## src/rtl/mem_stage_pkg.sv

```systemverilog
// Shared core package for the pipeline.
// Holds the ALU operation encoding, the memory-stage FSM state type,
// the data-bus and byte-select widths, and a helper that builds a
// one-hot byte-lane select from a byte offset.
package mem_stage_pkg;

  localparam int unsigned XLEN  = 32;  // bus / register width
  localparam int unsigned SEL_W = 4;   // byte lanes on the bus

  typedef enum logic [3:0] {
    ALU_ADD  = 4'd0,
    ALU_SUB  = 4'd1,
    ALU_AND  = 4'd2,
    ALU_OR   = 4'd3,
    ALU_XOR  = 4'd4,
    ALU_SLL  = 4'd5,
    ALU_SRL  = 4'd6,
    ALU_SRA  = 4'd7,
    ALU_SLT  = 4'd8,
    ALU_SLTU = 4'd9
  } alu_ops_t;

  typedef enum logic [1:0] {
    ST_IDLE = 2'd0,
    ST_BUS  = 2'd1,
    ST_HOLD = 2'd2
  } mem_state_t;

  // One-hot lane select for a byte access at the given address offset.
  function automatic logic [SEL_W-1:0] byte_sel(input logic [1:0] lane);
    return {{(SEL_W-1){1'b0}}, 1'b1} << lane;
  endfunction

endpackage

```

## src/rtl/mem_stage_load_extend.sv

```systemverilog
// load_extend: combinational load-data formatter.
//   rdata       in  32  raw bus read data
//   lane        in  2   byte offset of the access
//   MemSize     in  1   1 = word (pass through), 0 = byte
//   load_signed in  1   byte loads: 1 = sign-extend, 0 = zero-extend
//   result      out 32  value to write back
module load_extend
  import mem_stage_pkg::*;
(
  input  logic [XLEN-1:0] rdata,
  input  logic [1:0]      lane,
  input  logic            MemSize,
  input  logic            load_signed,
  output logic [XLEN-1:0] result
);

  logic [7:0] lane_byte [SEL_W];
  logic [7:0] sel_byte;

  genvar gi;
  generate
    for (gi = 0; gi < SEL_W; gi++) begin : g_lane
      assign lane_byte[gi] = rdata[8*gi +: 8];
    end
  endgenerate

  assign sel_byte = lane_byte[lane];

  always_comb begin
    result = rdata;
    if (!MemSize) begin
      result = {{(XLEN-8){load_signed & sel_byte[7]}}, sel_byte};
    end
  end

endmodule

```

## src/rtl/mem_stage.sv

```systemverilog
// mem_stage: pipeline memory stage with a Wishbone-classic master port.
//   clk, reset (async, active-low)
//   ex_*        : operation from execute (valid/ready handshake)
//   alu_result  : effective address or writeback value
//   store_data, MemRead, MemWrite, MemSize, MemtoReg, RegWrite,
//   load_signed, rd : decoded operation fields
//   wr_*        : writeback payload (valid/ready handshake)
//   misalign    : one-cycle pulse on a rejected misaligned word access
//   mem_*       : Wishbone-classic master signals
// States: IDLE (empty), BUS (waiting for mem_ack), HOLD (result presented).
module mem_stage
  import mem_stage_pkg::*;
(
  input  logic             clk,
  input  logic             reset,
  input  logic             ex_valid,
  output logic             ex_ready,
  input  logic [XLEN-1:0]  alu_result,
  input  logic [XLEN-1:0]  store_data,
  input  logic             MemRead,
  input  logic             MemWrite,
  input  logic             MemSize,
  input  logic             MemtoReg,
  input  logic             RegWrite,
  input  logic             load_signed,
  input  logic [4:0]       rd,
  output logic             wr_valid,
  input  logic             wr_ready,
  output logic [XLEN-1:0]  wr_data,
  output logic [4:0]       wr_rd,
  output logic             wr_regwrite,
  output logic             misalign,
  output logic             mem_cyc,
  output logic             mem_stb,
  output logic             mem_we,
  output logic [XLEN-1:0]  mem_adr,
  output logic [XLEN-1:0]  mem_dat_o,
  output logic [SEL_W-1:0] mem_sel,
  input  logic [XLEN-1:0]  mem_dat_i,
  input  logic             mem_ack
);

  mem_state_t        state_reg;
  logic [4:0]        pend_rd_reg;
  logic              pend_regwrite_reg;
  logic              pend_load_reg;     // capture bus data (else alu_result)
  logic              pend_size_reg;
  logic              pend_signed_reg;

  logic              accept;
  logic              is_mem;
  logic              misaligned;
  logic [SEL_W-1:0]  op_sel;
  logic [XLEN-1:0]   op_dat;
  logic [XLEN-1:0]   ext_data;

  // Gated by reset so nothing is accepted while the stage is held in reset.
  assign ex_ready = reset && ((state_reg == ST_IDLE) ||
                              ((state_reg == ST_HOLD) && wr_ready));
  assign wr_valid = (state_reg == ST_HOLD);
  assign accept   = ex_valid && ex_ready;

  assign is_mem     = MemRead || MemWrite;
  assign misaligned = MemSize && (alu_result[1:0] != 2'b00);
  assign op_sel     = MemSize ? {SEL_W{1'b1}} : byte_sel(alu_result[1:0]);
  assign op_dat     = MemSize ? store_data : {SEL_W{store_data[7:0]}};

  // The latched address supplies the lane; it is stable for the whole cycle.
  load_extend u_load_extend (
    .rdata       (mem_dat_i),
    .lane        (mem_adr[1:0]),
    .MemSize     (pend_size_reg),
    .load_signed (pend_signed_reg),
    .result      (ext_data)
  );

  always_ff @(posedge clk or negedge reset) begin
    if (!reset) begin
      state_reg         <= ST_IDLE;
      pend_rd_reg       <= '0;
      pend_regwrite_reg <= 1'b0;
      pend_load_reg     <= 1'b0;
      pend_size_reg     <= 1'b0;
      pend_signed_reg   <= 1'b0;
      wr_data           <= '0;
      wr_rd             <= '0;
      wr_regwrite       <= 1'b0;
      misalign          <= 1'b0;
      mem_cyc           <= 1'b0;
      mem_stb           <= 1'b0;
      mem_we            <= 1'b0;
      mem_adr           <= '0;
      mem_dat_o         <= '0;
      mem_sel           <= '0;
    end else begin
      misalign <= 1'b0;
      // accept is only possible in IDLE or in HOLD with wr_ready, so a
      // new operation from HOLD is taken with no bubble.
      if (accept) begin
        if (!is_mem || misaligned) begin
          // Result available immediately; misaligned words never reach the bus.
          state_reg   <= ST_HOLD;
          wr_data     <= alu_result;
          wr_rd       <= rd;
          wr_regwrite <= RegWrite && !is_mem;
          misalign    <= is_mem;
        end else begin
          state_reg         <= ST_BUS;
          mem_cyc           <= 1'b1;
          mem_stb           <= 1'b1;
          mem_we            <= MemWrite;   // write wins if both are set
          mem_adr           <= alu_result;
          mem_dat_o         <= op_dat;
          mem_sel           <= op_sel;
          pend_rd_reg       <= rd;
          pend_regwrite_reg <= RegWrite && !MemWrite;
          pend_load_reg     <= !MemWrite && MemtoReg;
          pend_size_reg     <= MemSize;
          pend_signed_reg   <= load_signed;
        end
      end else begin
        case (state_reg)
          ST_BUS: begin
            if (mem_ack) begin
              state_reg   <= ST_HOLD;
              mem_cyc     <= 1'b0;
              mem_stb     <= 1'b0;
              mem_we      <= 1'b0;
              wr_rd       <= pend_rd_reg;
              wr_regwrite <= pend_regwrite_reg;
              wr_data     <= pend_load_reg ? ext_data : mem_adr;
            end
          end
          ST_HOLD: begin
            if (wr_ready) begin
              state_reg <= ST_IDLE;
            end
          end
          default: ;
        endcase
      end
    end
  end

endmodule

```

## config.mk

```make
export PLATFORM = sky130hd
export DESIGN_NAME = mem_stage
export DESIGN_NICKNAME = d
export VERILOG_FILES = /design/src/rtl/mem_stage_pkg.sv /design/src/rtl/mem_stage_load_extend.sv /design/src/rtl/mem_stage.sv
export SDC_FILE = /design/constraint.sdc
export NUM_CORES = 1
export LEC_CHECK = 0
export ABC_CLOCK_PERIOD_IN_PS = 3200
export CAP_MARGIN = 20
export CORE_MARGIN = 2
export CORE_UTILIZATION = 43
export CTS_BUF_LIST = sky130_fd_sc_hd__clkbuf_4
export DETAILED_ROUTE_END_ITERATION = 10
export HOLD_SLACK_MARGIN = 0.1
export PLACE_DENSITY = 0.8
export SLEW_MARGIN = 30
export SYNTH_ARGS = -nofsm -noshare
export SYNTH_HDL_FRONTEND = slang
export SYNTH_SLANG_ARGS = --single-unit
export TNS_END_PERCENT = 20
```

## constraint.sdc

```tcl
create_clock -name clk -period 3.2 [get_ports clk]
set_clock_uncertainty 0.1 [all_clocks]
set_input_delay 0.8 -clock clk [delete_from_list [all_inputs] [get_ports clk]]
set_output_delay 0.8 -clock clk [all_outputs]
set_load 0.005 [all_outputs]
```

==> results <==
- The run finished with clean final reports.
- The number of enable-type register cells in the synthesized netlist is 0.
- After the last flow step, the layout net total stands at 934.
- For the worst flop-to-flop path, the logic depth is 6.
- 224 I/O pins were placed.
- The maximum number of pins on one net before global-route repair is 63.
- 0 antenna diodes ended up in the layout.
- The number of design rule violations left after detail routing is 0.
- The power after layout is 7.51 mW.
- The count of hold-fix buffers inserted at cts is 0.
- The floorplan step defined a core boundary enclosing 12600 um2.
- STA puts the critical path data arrival time at 2.17 ns.
- For the worst setup path, the data required time is 2.30 ns.
- The post-synthesis cell count is 601.
- The number of hold violations in the final report is 0.
- After synthesis, flip-flops and latches occupy 54.2% of the total area.
- The die covers 13800 um2.
- The worst-skew pair later-pin latency is 0.51 ns.
- The number of setup buffers added after CTS is 0.
- The endpoint kind of the worst setup timing path is an output pin.
- The maximum clock frequency is 0.325 GHz.
- The share of layout cells above drive strength 1 is 9.10%.
- The kind of launch point of the worst setup path is an input pin.
- The top flip-flop cell by instance count after synthesis is sky130_fd_sc_hd__dfrtp_1.
- Max-cap violations in this run came to 0.
- The warning count from the yosys run is 0.
- The area overhead of the layout relative to synthesis is 49.4%.
- The total negative slack is 0 ns.
- The via count of the routed design is 5578.
- Dividing the final minimum period by the clock period gives 96.1%.
- Measured along the x axis, the die boundary spans 118 um.
- The actual slew at the worst max-slew pin is 0.876 ns.
- For this run the aggregate overflow at the end of global routing stands at 0.
- After layout, the worst setup slack is 0.126 ns.
- Synthesis instantiated 42 different standard cells from the library.
- Setup repair after global routing left no endpoint under its margin.
- The worst setup path is of the in -> out kind.
- The floorplan has 41 rows.
- The share of synthesized flip-flops with an asynchronous set or reset is 100%.
- The total power density per cell area is 907 nW/um2.
- The initial antenna violation count came to 0.
- The die height is 118 um.
- The count of TritonRoute iterations in the first routing pass is 6.
- The count of nets left with antenna violations once routing finished came out at 0.
- In this run the number of H-tree levels came out at 4.
- In this run, synthesis produced a sequential element count of 120.
- The first-pass GRT wire length is 30400 um.
- The largest registers in the layout are mem_adr: 32 flops, mem_dat_o: 32 flops, wr_data: 32 flops.
- The tightest min-delay check is of the in -> async type.
- The clock root buffer master is sky130_fd_sc_hd__clkbuf_4.
- Hold is met by 0.349 ns.
- In this run the tool buffered the top-level ports with 223 buffer cells.
- A synthesized cell averages 9.22 um2.
- The total count of max-transition violations in the final report was 0.
- In this run the worst path has a maximum fanout of 4.
- The detailed router finished its first iteration with 621 violations.
- In this run the cell area of the synthesized design comes to 5540 um2.
- After clock tree synthesis, the clock-pin slew on the worst setup and hold paths is 0.11 ns.
- The net count after synthesis is 713.
- Routability-driven placement finished with a final weighted congestion of 0.858.
- In this run the deepest clock path goes through 2 buffers.
- The standby leakage power is 3.67 nW.
- Setup violations remaining at the end of the flow were counted as 0.
- The overall routing resource usage is 27.9%.
- The routed design could run at a clock period as short as 3.07 ns.
- The peak supply drop is 0.000501 V.
- Buffers inserted during clock tree synthesis total 17.
- In the routed layout, each cell is associated on average with a via count of 5.54.
- Headroom to the max-slew limit came out at 41.6%.
- In this run, post-CTS repair resized a total of 0 instances.
- For this block, the routed nets add up to 19300 um of wire.
- The number of global-route vias before repair is 5660.
- For this configuration, the core starts out at a cell density of 43.9%.
- The average wire per standard cell is 19.2 um.
- OpenSTA, run right after detailed placement, puts the worst setup slack at 0.0472 ns.
- TritonCTS built the clock tree.
- The reg2reg setup slack is 0.78 ns.
- The clock net in this run drives a total of 120 sinks.
- Detailed placement finished with a half-perimeter wire length of 14400 um.
==> through the flow <==
step	cells	area (um2)	utilization, %
after floorplan	601	5540	-
after global placement	975	8000	63.4
after detailed placement	975	8000	63.4
after CTS	1007	8270	65.6
after global routing	1007	8280	65.6
final	1007	8280	65.6
==> critical path, cell delays in order <==
cell,delay [ns]
sky130_fd_sc_hd__clkdlybuf4s50_1,0.44
sky130_fd_sc_hd__nor2b_1,0.41
sky130_fd_sc_hd__nor2_1,0.07
sky130_fd_sc_hd__clkdlybuf4s50_1,0.45
==> power by group <==
group | switching (mW) | internal (mW) | total [mW] | leakage [nW]
Clock | 0.591 | 0.487 | 1.08 | 0.147
Sequential | 0.679 | 2.24 | 2.92 | 1.49
Combinational | 1.46 | 2.05 | 3.51 | 2.04
Total | 2.73 | 4.78 | 7.51 | 3.67
==> placed cells by master, fill, tap and decap left out, types with 3 or more instances in the layout <==
master                            instances
sky130_fd_sc_hd__and2_1                   8
sky130_fd_sc_hd__nand2_1                185
sky130_fd_sc_hd__nor2_1                  40
sky130_fd_sc_hd__clkdlybuf4s50_1        222
sky130_fd_sc_hd__o221ai_1                 8
sky130_fd_sc_hd__o41ai_2                  5
sky130_fd_sc_hd__clkinvlp_4               3
sky130_fd_sc_hd__a211oi_1                 5
sky130_fd_sc_hd__nand2b_1                 7
sky130_fd_sc_hd__mux2i_1                  5
sky130_fd_sc_hd__a21oi_1                 38
sky130_fd_sc_hd__mux2_2                   4
sky130_fd_sc_hd__o21ai_0                 18
sky130_fd_sc_hd__a221o_1                 24
sky130_fd_sc_hd__clkbuf_4                20
sky130_fd_sc_hd__nor2b_1                  4
sky130_fd_sc_hd__dfrtp_1                119
sky130_fd_sc_hd__clkinv_2                 3
sky130_fd_sc_hd__o41ai_1                 18
sky130_fd_sc_hd__nor3_1                  23
sky130_fd_sc_hd__a31oi_1                  6
sky130_fd_sc_hd__buf_4                   27
sky130_fd_sc_hd__inv_1                    6
sky130_fd_sc_hd__o211ai_1                 4
sky130_fd_sc_hd__a32o_1                   3
==> cell usage after synthesis, types with 5 or more instances <==
master	instances	share of area (%)
sky130_fd_sc_hd__a31oi_1	6	0.68
sky130_fd_sc_hd__dfrtp_1	120	54
sky130_fd_sc_hd__o41ai_2	5	1.5
sky130_fd_sc_hd__inv_1	6	0.41
sky130_fd_sc_hd__a21oi_1	38	3.4
sky130_fd_sc_hd__nor3_1	24	2.2
sky130_fd_sc_hd__nand2b_1	7	0.79
sky130_fd_sc_hd__o41ai_1	18	2.8
sky130_fd_sc_hd__buf_2	8	0.72
sky130_fd_sc_hd__a211oi_1	5	0.68
sky130_fd_sc_hd__o221ai_1	8	1.3
sky130_fd_sc_hd__mux2i_1	5	0.90
sky130_fd_sc_hd__clkbuf_1	35	2.4
sky130_fd_sc_hd__and2_1	9	1.0
sky130_fd_sc_hd__nor2_1	40	2.7
sky130_fd_sc_hd__o21ai_0	18	1.6
sky130_fd_sc_hd__a221o_1	24	4.3
sky130_fd_sc_hd__nand2_1	185	13
==> cell type report <==
class	count	area [um2]
clock buffers	20	150
clock inverters	12	128
fillers	1071	4340
inverters	6	22.5
multi-input cells	428	2330
flip-flops and latches	120	3000
well taps	172	215
repair buffers	249	2420
==> layer usage <==
layer  global-route usage [%]  up-vias  part of all wire (%)
met2                     47.4      309                    49
li1                         -     2551                     -
met3                     7.56       26                   9.4
met1                     35.0     2692                    40
met4                     7.98        0                   1.7
met5                        0        -                     0
==> cell families after synthesis <==
logic type,share of synthesized area [%]
compound gates,18.9
buf+inv,4.11
flops,54.2
mux,1.72
simple gates,21.0
==> final timing paths <==
kind / start / end
max reg2reg: state_reg[0] / wr_data[25]
max: wr_ready / ex_ready
min: reset / wr_rd[2]
min reg2reg: pend_rd_reg[1] / pend_rd_reg[1]
max in group asynchronous: reset / pend_load_reg
min in group clk: pend_rd_reg[1] / pend_rd_reg[1]
Power figures use the tool's default switching activity.
